File: config.mk
export PLATFORM = sky130hd
export DESIGN_NAME = signal_phase_scheduler
export DESIGN_NICKNAME = d
export VERILOG_FILES = /design/src/rtl/signal_phase_scheduler.sv
export SDC_FILE = /design/constraint.sdc
export NUM_CORES = 1
export LEC_CHECK = 0
export ABC_AREA = 0
export BUFFER_PORTS_ARGS = -buffer_cell sky130_fd_sc_hd__clkbuf_2
export CORE_AREA = 8 8 127 129
export DETAILED_ROUTE_END_ITERATION = 6
export DIE_AREA = 0 0 135 137
export PLACE_DENSITY = 0.79
export RECOVER_POWER = 100
export SLEW_MARGIN = 15
export SYNTH_ARGS = -nofsm -noshare
export SYNTH_HDL_FRONTEND = slang
export SYNTH_SLANG_ARGS = --single-unit
File: constraint.sdc
create_clock -name clk -period 4.72 [get_ports clk]
set_input_delay 0.472 -clock clk [delete_from_list [all_inputs] [get_ports clk]]
set_output_delay 0.472 -clock clk [all_outputs]
set_load 0.1 [all_outputs]
File: src/rtl/signal_phase_scheduler.sv
// Round-robin phase scheduler: grants one of 32 requesters for a tick-timed dwell,
// then inserts a tick-timed all-red clearance before the next arbitration.
module signal_phase_scheduler #(
  parameter int unsigned DWELL_TICKS = 8,
  parameter int unsigned CLEAR_TICKS = 2
) (
  input  logic        clk,
  input  logic        reset_n,
  input  logic        tick,
  input  logic [31:0] req,
  output logic [4:0]  sel,
  output logic        sel_valid,
  output logic        clearing,
  output logic        phase_done
);

  typedef enum logic [1:0] {
    ST_IDLE  = 2'd0,
    ST_GRANT = 2'd1,
    ST_CLEAR = 2'd2
  } state_t;

  state_t      state_q;
  logic [4:0]  sel_q;
  logic [4:0]  last_q;
  logic [7:0]  cnt_q;
  logic        sel_valid_q;
  logic        clearing_q;
  logic        phase_done_q;

  logic [5:0]  pick_s;
  logic        other_req_s;

  // Bit 5 flags a winner; the lowest offset from last+1 wins, last itself is searched last.
  function automatic logic [5:0] rr_pick(input logic [31:0] r, input logic [4:0] last);
    logic [5:0] res;
    logic [4:0] idx;
    res = 6'd0;
    for (int k = 32; k >= 1; k--) begin
      idx = last + 5'(k);
      if (r[idx]) res = {1'b1, idx};
    end
    return res;
  endfunction

  // Arbitration result and the competing-request test used at grant expiry
  always_comb begin
    pick_s      = rr_pick(req, last_q);
    other_req_s = |(req & ~(32'h0000_0001 << sel_q));
  end

  // Scheduler FSM with registered outputs
  always_ff @(posedge clk) begin
    if (!reset_n) begin
      state_q      <= ST_IDLE;
      sel_q        <= 5'd0;
      last_q       <= 5'd31;
      cnt_q        <= 8'd0;
      sel_valid_q  <= 1'b0;
      clearing_q   <= 1'b0;
      phase_done_q <= 1'b0;
    end else begin
      phase_done_q <= 1'b0;
      case (state_q)
        ST_IDLE: begin
          clearing_q <= 1'b0;
          if (pick_s[5]) begin
            state_q     <= ST_GRANT;
            sel_q       <= pick_s[4:0];
            last_q      <= pick_s[4:0];
            cnt_q       <= 8'(DWELL_TICKS);
            sel_valid_q <= 1'b1;
          end else begin
            sel_valid_q <= 1'b0;
          end
        end
        ST_GRANT: begin
          if (tick) begin
            if (cnt_q == 8'd1) begin
              // Extend only when the holder still wants it and nobody else is waiting
              if (!other_req_s && req[sel_q]) begin
                cnt_q <= 8'(DWELL_TICKS);
              end else begin
                state_q     <= ST_CLEAR;
                cnt_q       <= 8'(CLEAR_TICKS);
                sel_valid_q <= 1'b0;
                clearing_q  <= 1'b1;
              end
            end else begin
              cnt_q <= cnt_q - 8'd1;
            end
          end
        end
        ST_CLEAR: begin
          if (tick) begin
            if (cnt_q == 8'd1) begin
              state_q      <= ST_IDLE;
              cnt_q        <= 8'd0;
              clearing_q   <= 1'b0;
              phase_done_q <= 1'b1;
            end else begin
              cnt_q <= cnt_q - 8'd1;
            end
          end
        end
        default: begin
          state_q     <= ST_IDLE;
          cnt_q       <= 8'd0;
          sel_valid_q <= 1'b0;
          clearing_q  <= 1'b0;
        end
      endcase
    end
  end

  assign sel        = sel_q;
  assign sel_valid  = sel_valid_q;
  assign clearing   = clearing_q;
  assign phase_done = phase_done_q;

endmodule

==> reports/metrics.cfg, run 1 <==
[outcome]
status = finished, final reports clean

[clock_network]
htreeDepth = 1
clock-sinks = 23
cts-resized-gates = 0
cts_setup_buffers = 0
clockBufferDepth = 2
insertion_delay_ns = 0.25
holdBufCountCts = 0
cts_buffers = 3
cts-root-buf = clkbuf_16
cts_tree = built
cts.reportedPaths.clkPinSlew_ns = 0.06

[global_route]
grt_max_degree = 63
grt_overflow = 0
grtUsageTotal_pct = 34.9
antenna_found_initial = 0
grt_pass1_vias = 8618
grt_pass1_wl_um = 50300

[die]
initial_utilization_pct = 57.4
core_um2 = 14200
num_rows = 44
fp.dieW_um = 135
dieHeight_um = 137
design.die.area_um2 = 18500
io_pins = 43

[worst_setup_path]
crit_arrival_ns = 4.66
path_max_fanout = 9
crit_buf_inv = 1
endpoint_kind = flip-flop
worstSetupPathType = reg2reg
cpMostUsedCell = o221a_1
required_ns = 4.91
cpLargestDelayFamily = multiplexers
path_cells = clkinv_1, ha_1, mux4_1, mux4_2, nor2b_1, o221a_1, or4_1, o21ai_0, or3_1, o221a_1
cpPeakStageDelay_ns = 0.79
cpMaxStageDelayCell = mux4_1
start_kind = flip-flop

[synthesis]
netlist_instances = 936
syn_area_per_cell_um2 = 8.72
async_reset_ff_share_pct = 0
ys_seq_elements = 23
synth_cell_types = 94
ys_seq_area_share_pct = 5.64
ys.warnings.count = 0
synth_nets = 984
ys.flop_type = dfxtp_1
synth-edff-count = 0
syn-cell-area_um2 = 8160

[route]
via_count = 8971
drc_errors = 0
via_per_inst = 7.86
ant_nets = 0
drt_pass1_iterations = 6
drt_wl_total_um = 32400
wire_per_inst_um = 28.3
first_iter_violations = 1224

[sta]
setup_violations = 0
relSlewSlack_pct = 22.0
fin_setup_tns_ns = 0
hold_viol_final = 0
report.final.slew_viol_count = 0
fmax_mhz = 224
fin_hold_ws_ns = 0.458
tightest_slew_ns = 1.17
fin_skew_ns = 0.00210
period_share_pct = 94.7
rsz0062_at_grt = no
layout_min_cycle_time_ns = 4.47
fin_ws_ns = 0.249

[final_layout]
areaGrowthSynthToFinish_pct = 6.79
final_common_cell = mux4_2
final_cell_mix = mux4_2 (107), nand2_1 (86), nor2_1 (63)
drive_gt1_share_pct = 27.2
layout.nets = 1007
n_antenna_cell = 0
stdcell_count = 1142

[place]
preCtsSetupSlack_ns = 0.423
place.gp.congestion = 1.14
place_hpwl_um = 24000
port_buffers = 42
dp.cells = 1138

[flow_run]
maxCapViolCount = 0

[min_path]
hold_class = reg2reg

cell type report:
cell class                 count  area [µm²]
multi-input combinational    807        7190
inverter                      26        97.6
timing repair buffer          98         652
clock buffer                   4        78.8
tap                          184         230
fill                        1265        5490
sequential                    23         468
registers in the layout, summed over array words and instances, names as in the netlist:
| register | cells |
|---|---|
| cnt_q | 8 |
| phase_done | 1 |
| sel | 5 |
| sel_valid | 1 |
| clearing | 1 |
| state_q | 2 |
| last_q | 5 |
per-stage QoR:
| step | cell area (µm²) | util [%] |
|---|---|---|
| CTS | 8740 | 61.5 |
| global route | 8710 | 61.3 |
| global placement | 8660 | 61.0 |
| finish | 8710 | 61.3 |
| detailed placement | 8660 | 61.0 |
| floorplan | 8160 | - |
cells by family (layout without fill, tap and decap cells):
logic type	after synthesis	in the layout	share of synthesized area (%)
AND/OR/NAND/NOR	314	314	19.7
AO/OA/AOI/OAI	266	266	22.5
multiplexers	183	183	40.4
buffers and inverters	106	128	6.10
XOR/XNOR	31	31	3.70
flip-flops	23	23	5.64
adder cells (fa/ha/maj)	13	13	1.99
cell usage after synthesis (5+ instances only):
library cell | count | area share, %
mux2_2 | 23 | 3.2
nor3_1 | 20 | 1.2
xnor2_1 | 21 | 2.3
ha_1 | 13 | 2.0
a211oi_1 | 8 | 0.74
or2_2 | 6 | 0.46
o21ai_0 | 44 | 2.7
nand3_1 | 34 | 2.1
o21ai_1 | 7 | 0.43
a21oi_1 | 56 | 3.4
nand2_1 | 86 | 4.0
or3_1 | 10 | 0.77
o22a_1 | 5 | 0.54
o31ai_1 | 6 | 0.55
mux4_2 | 107 | 30
xor2_1 | 6 | 0.64
nor2b_1 | 17 | 1.3
o22ai_1 | 20 | 1.5
buf_2 | 23 | 1.4
clkbuf_1 | 41 | 1.9
inv_1 | 22 | 1.0
nand3b_1 | 5 | 0.46
o32ai_1 | 5 | 0.54
dfxtp_1 | 23 | 5.6
nand2b_1 | 17 | 1.3
buf_1 | 5 | 0.23
nor2_1 | 63 | 2.9
mux2i_1 | 43 | 5.3
buf_6 | 6 | 0.83
nand4_1 | 10 | 0.77
o211ai_1 | 17 | 1.6
a31oi_1 | 9 | 0.69
a22oi_1 | 6 | 0.55
nor4_1 | 9 | 0.69
and2_1 | 9 | 0.69
o21a_1 | 7 | 0.64
tightest hold or removal path, stage by stage (launching register included):
cell     delay [ns]
dfxtp_1        0.31
nand2_1        0.05
a21oi_1        0.05
worst paths after layout:
check             from        to  slack (ns)  cells past startpoint
max          last_q[1]    sel[4]        0.25                     10
min           clearing  clearing        0.46                      2
min reg2reg   clearing  clearing        0.46                      2
max reg2reg  last_q[1]    sel[4]        0.25                     10
per-layer routing:
| metal | global-route usage, % | vias up | routed length [µm] |
|---|---|---|---|
| met5 | 0 | - | 0 |
| met4 | 21.2 | 0 | 2400 |
| met3 | 10.1 | 184 | 4730 |
| met2 | 51.8 | 807 | 13600 |
| met1 | 44.3 | 4196 | 11600 |
| li1 | - | 3784 | - |
Power of run 1 is not shown: default switching activity piles up to over one toggle a cycle in this logic, so the estimate is an artifact.
==> inputs of run 2 (changes only) <==
Settings changed: CORE_AREA 8 8 127 129 to 2 2 125 127, DIE_AREA 0 0 135 137 to 0 0 127 129, PLACE_DENSITY 0.79 to 0.75.
==> run 2 against run 1 <==
The run now ends with DRC left. Wire length down 0.70%. Core utilization fell by 3.0 points. First-iteration DRC count up 6.3%. Non-clock buffer count down 2. Global-route usage is 3.7 points higher. Cell area grew 0.30%. Critical path depth up 3. Maximum frequency decreased by 3.2%. Setup slack worse by 0.15 ns. Final cell count grew 0.18%. Sequential cell count stayed put. Clock skew increased by 0.00070 ns.
==> reports/metrics.cfg, run 2 (synthesis results as in run 1) <==
[outcome]
status = finished, violations left
violations = DRC

[min_path]
hold_path_depth = 2  ; unchanged
hold_class = reg2reg
min_to = cnt_q[7]
min_from = cnt_q[7]

[worst_setup_path]
reg2reg_from = last_q[2]
reg2reg_slack_ns = 0.10  ; -0.15 ns
cpPeakStageDelay_ns = 0.72  ; -0.07 ns
endpoint_kind = flip-flop
start_kind = flip-flop
reg2regPathDepth = 13  ; +3
crit_buf_inv = 3  ; +2
path_cells = buf_4, buf_4, a21oi_2, xnor2_1, mux2_1, a22oi_1, nand2_1, nor4b_1, a311oi_1, a2111oi_0, o31ai_1, buf_4, a41oi_1
reg2reg_to = last_q[1]
cpMaxStageDelayCell = a2111oi_0
required_ns = 4.89  ; -0.02 ns
crit_arrival_ns = 4.78  ; +0.12 ns
path_max_fanout = 22  ; +13
cpMostUsedCell = buf_4
worstSetupPathType = reg2reg
cpLargestDelayFamily = compound AO/OA/AOI/OAI gates

[sta]
period_share_pct = 97.8  ; +3.1 points
fmax_mhz = 217  ; -3.2%
setup_violations = 0  ; unchanged
fin_skew_ns = 0.00280  ; +0.000700 ns
hold_viol_final = 0  ; unchanged
rsz0062_at_grt = no
layout_min_cycle_time_ns = 4.62  ; +0.147 ns
relSlewSlack_pct = 22.8  ; +0.73 points
fin_hold_ws_ns = 0.482  ; +0.0242 ns
fin_setup_tns_ns = 0  ; unchanged
report.final.slew_viol_count = 0  ; unchanged
tightest_slew_ns = 1.16  ; -0.0111 ns

[clock_network]
htreeDepth = 1  ; unchanged
clock-sinks = 23  ; unchanged
cts_tree = built
cts_buffers = 3  ; unchanged
cts.reportedPaths.clkPinSlew_ns = 0.06  ; about the same
clockBufferDepth = 2  ; unchanged
insertion_delay_ns = 0.25  ; about the same
cts-root-buf = clkbuf_16

[final_layout]
final_common_cell = mux4_2
n_antenna_cell = 0  ; unchanged
largest_register_ffs = 8  ; unchanged
top_register = cnt_q
regArea_um2 = 467  ; -0.27%
fillCellCount = 1338  ; +5.8%
areaGrowthSynthToFinish_pct = 7.12
final_cell_mix = mux4_2 (107), nand2_1 (86), nor2_1 (63)
multiInputGateArea_um2 = 7220  ; +0.52%
drive_gt1_share_pct = 27.7  ; +0.48 points
layout.nets = 1005  ; -0.20%

[route]
drt_pass1_iterations = 7  ; +1
drt_wl_total_um = 32100  ; -0.70%
drc_errors = 2  ; +2
via_count = 8971  ; unchanged
via_per_inst = 7.84  ; -0.17%
wire_per_inst_um = 28.1  ; -0.87%
first_iter_violations = 1301  ; +6.3%
ant_nets = 0  ; unchanged

[die]
dieHeight_um = 129  ; -5.8%
num_rows = 45  ; +2.3%
core_um2 = 15000  ; +5.4%
design.die.area_um2 = 16400  ; -11%
io_pins = 43  ; unchanged
initial_utilization_pct = 54.5  ; -3.0 points
fp.dieW_um = 127  ; -5.9%

[global_route]
grtUsageTotal_pct = 38.7  ; +3.7 points
grt_max_degree = 63  ; unchanged
grt_pass1_wl_um = 48800  ; -3.1%
grt_util_met2_pct = 58.8  ; +7.0 points
use_met1_pct = 51.1  ; +6.8 points
grt_pass1_vias = 8320  ; -3.5%
grt_overflow = 0  ; unchanged
grt.busiest_layer = met2
antenna_found_initial = 0  ; unchanged
grt_util_met3_pct = 9.69  ; -0.41 points

[place]
place.gp.congestion = 1.10  ; -3.7%
place_hpwl_um = 23700  ; -1.3%
port_buffers = 42  ; unchanged

[flow_run]
maxCapViolCount = 0  ; unchanged

run 2: final cells by class:
cell class / instances / share of cell area [%]
Multi-Input combinational cell: 807 / 82.7
Timing Repair Buffer: 96 / 7.29
Inverter: 26 / 1.12
Clock buffer: 4 / 0.902
Tap cell: 188 / 2.69
Sequential cell: 23 / 5.34
run 2: per-layer routing:
metal | share of wire [%] | vias to the layer above | wire length (µm)
met2 | 42 | 829 | 13600
met3 | 15 | 205 | 4720
met1 | 35 | 4152 | 11400
met4 | 7.7 | 0 | 2470
li1 | - | 3785 | -
met5 | 0 | - | 0
run 2: per-stage QoR:
step                area, µm²  std cells  utilization [%]  worst slack (ns)
floorplan                8160        936                -             0.183
global placement         8650       1140             57.8            0.0593
detailed placement       8660       1140             57.8             0.101
CTS                      8740       1144             58.4            0.0705
global route             8740       1144             58.4            0.0162
finish                   8740       1144             58.4             0.102
run 2: worst register-to-register path, delay by kind of cell, from the launching register on:
kind / cells / cell delay (ns)
compound gates: 6 / 1.68
buf+inv: 3 / 0.86
xor+xnor: 1 / 0.66
simple gates: 2 / 0.55
mux: 1 / 0.44
flops: 1 / 0.34
run 2: repair_timing:
action                     CTS  global route
gates resized for setup      0             5
hold buffers                 0             0
setup buffers                0             0
setup endpoints to repair    0             7
run 2: how the worst max path moves through the flow:
stage,start,endpoint,slack (ns),cells past startpoint
2_1_floorplan,last_q[2],sel[4],0.18,16
3_3_place_gp,last_q[1],last_q[1],0.06,14
3_5_place_dp,last_q[1],last_q[1],0.10,14
5_1_grt,last_q[1],last_q[2],0.02,12
4_1_cts,last_q[1],last_q[1],0.07,14
6_report,last_q[2],last_q[1],0.10,13
Power of run 2 is left out for the same reason.
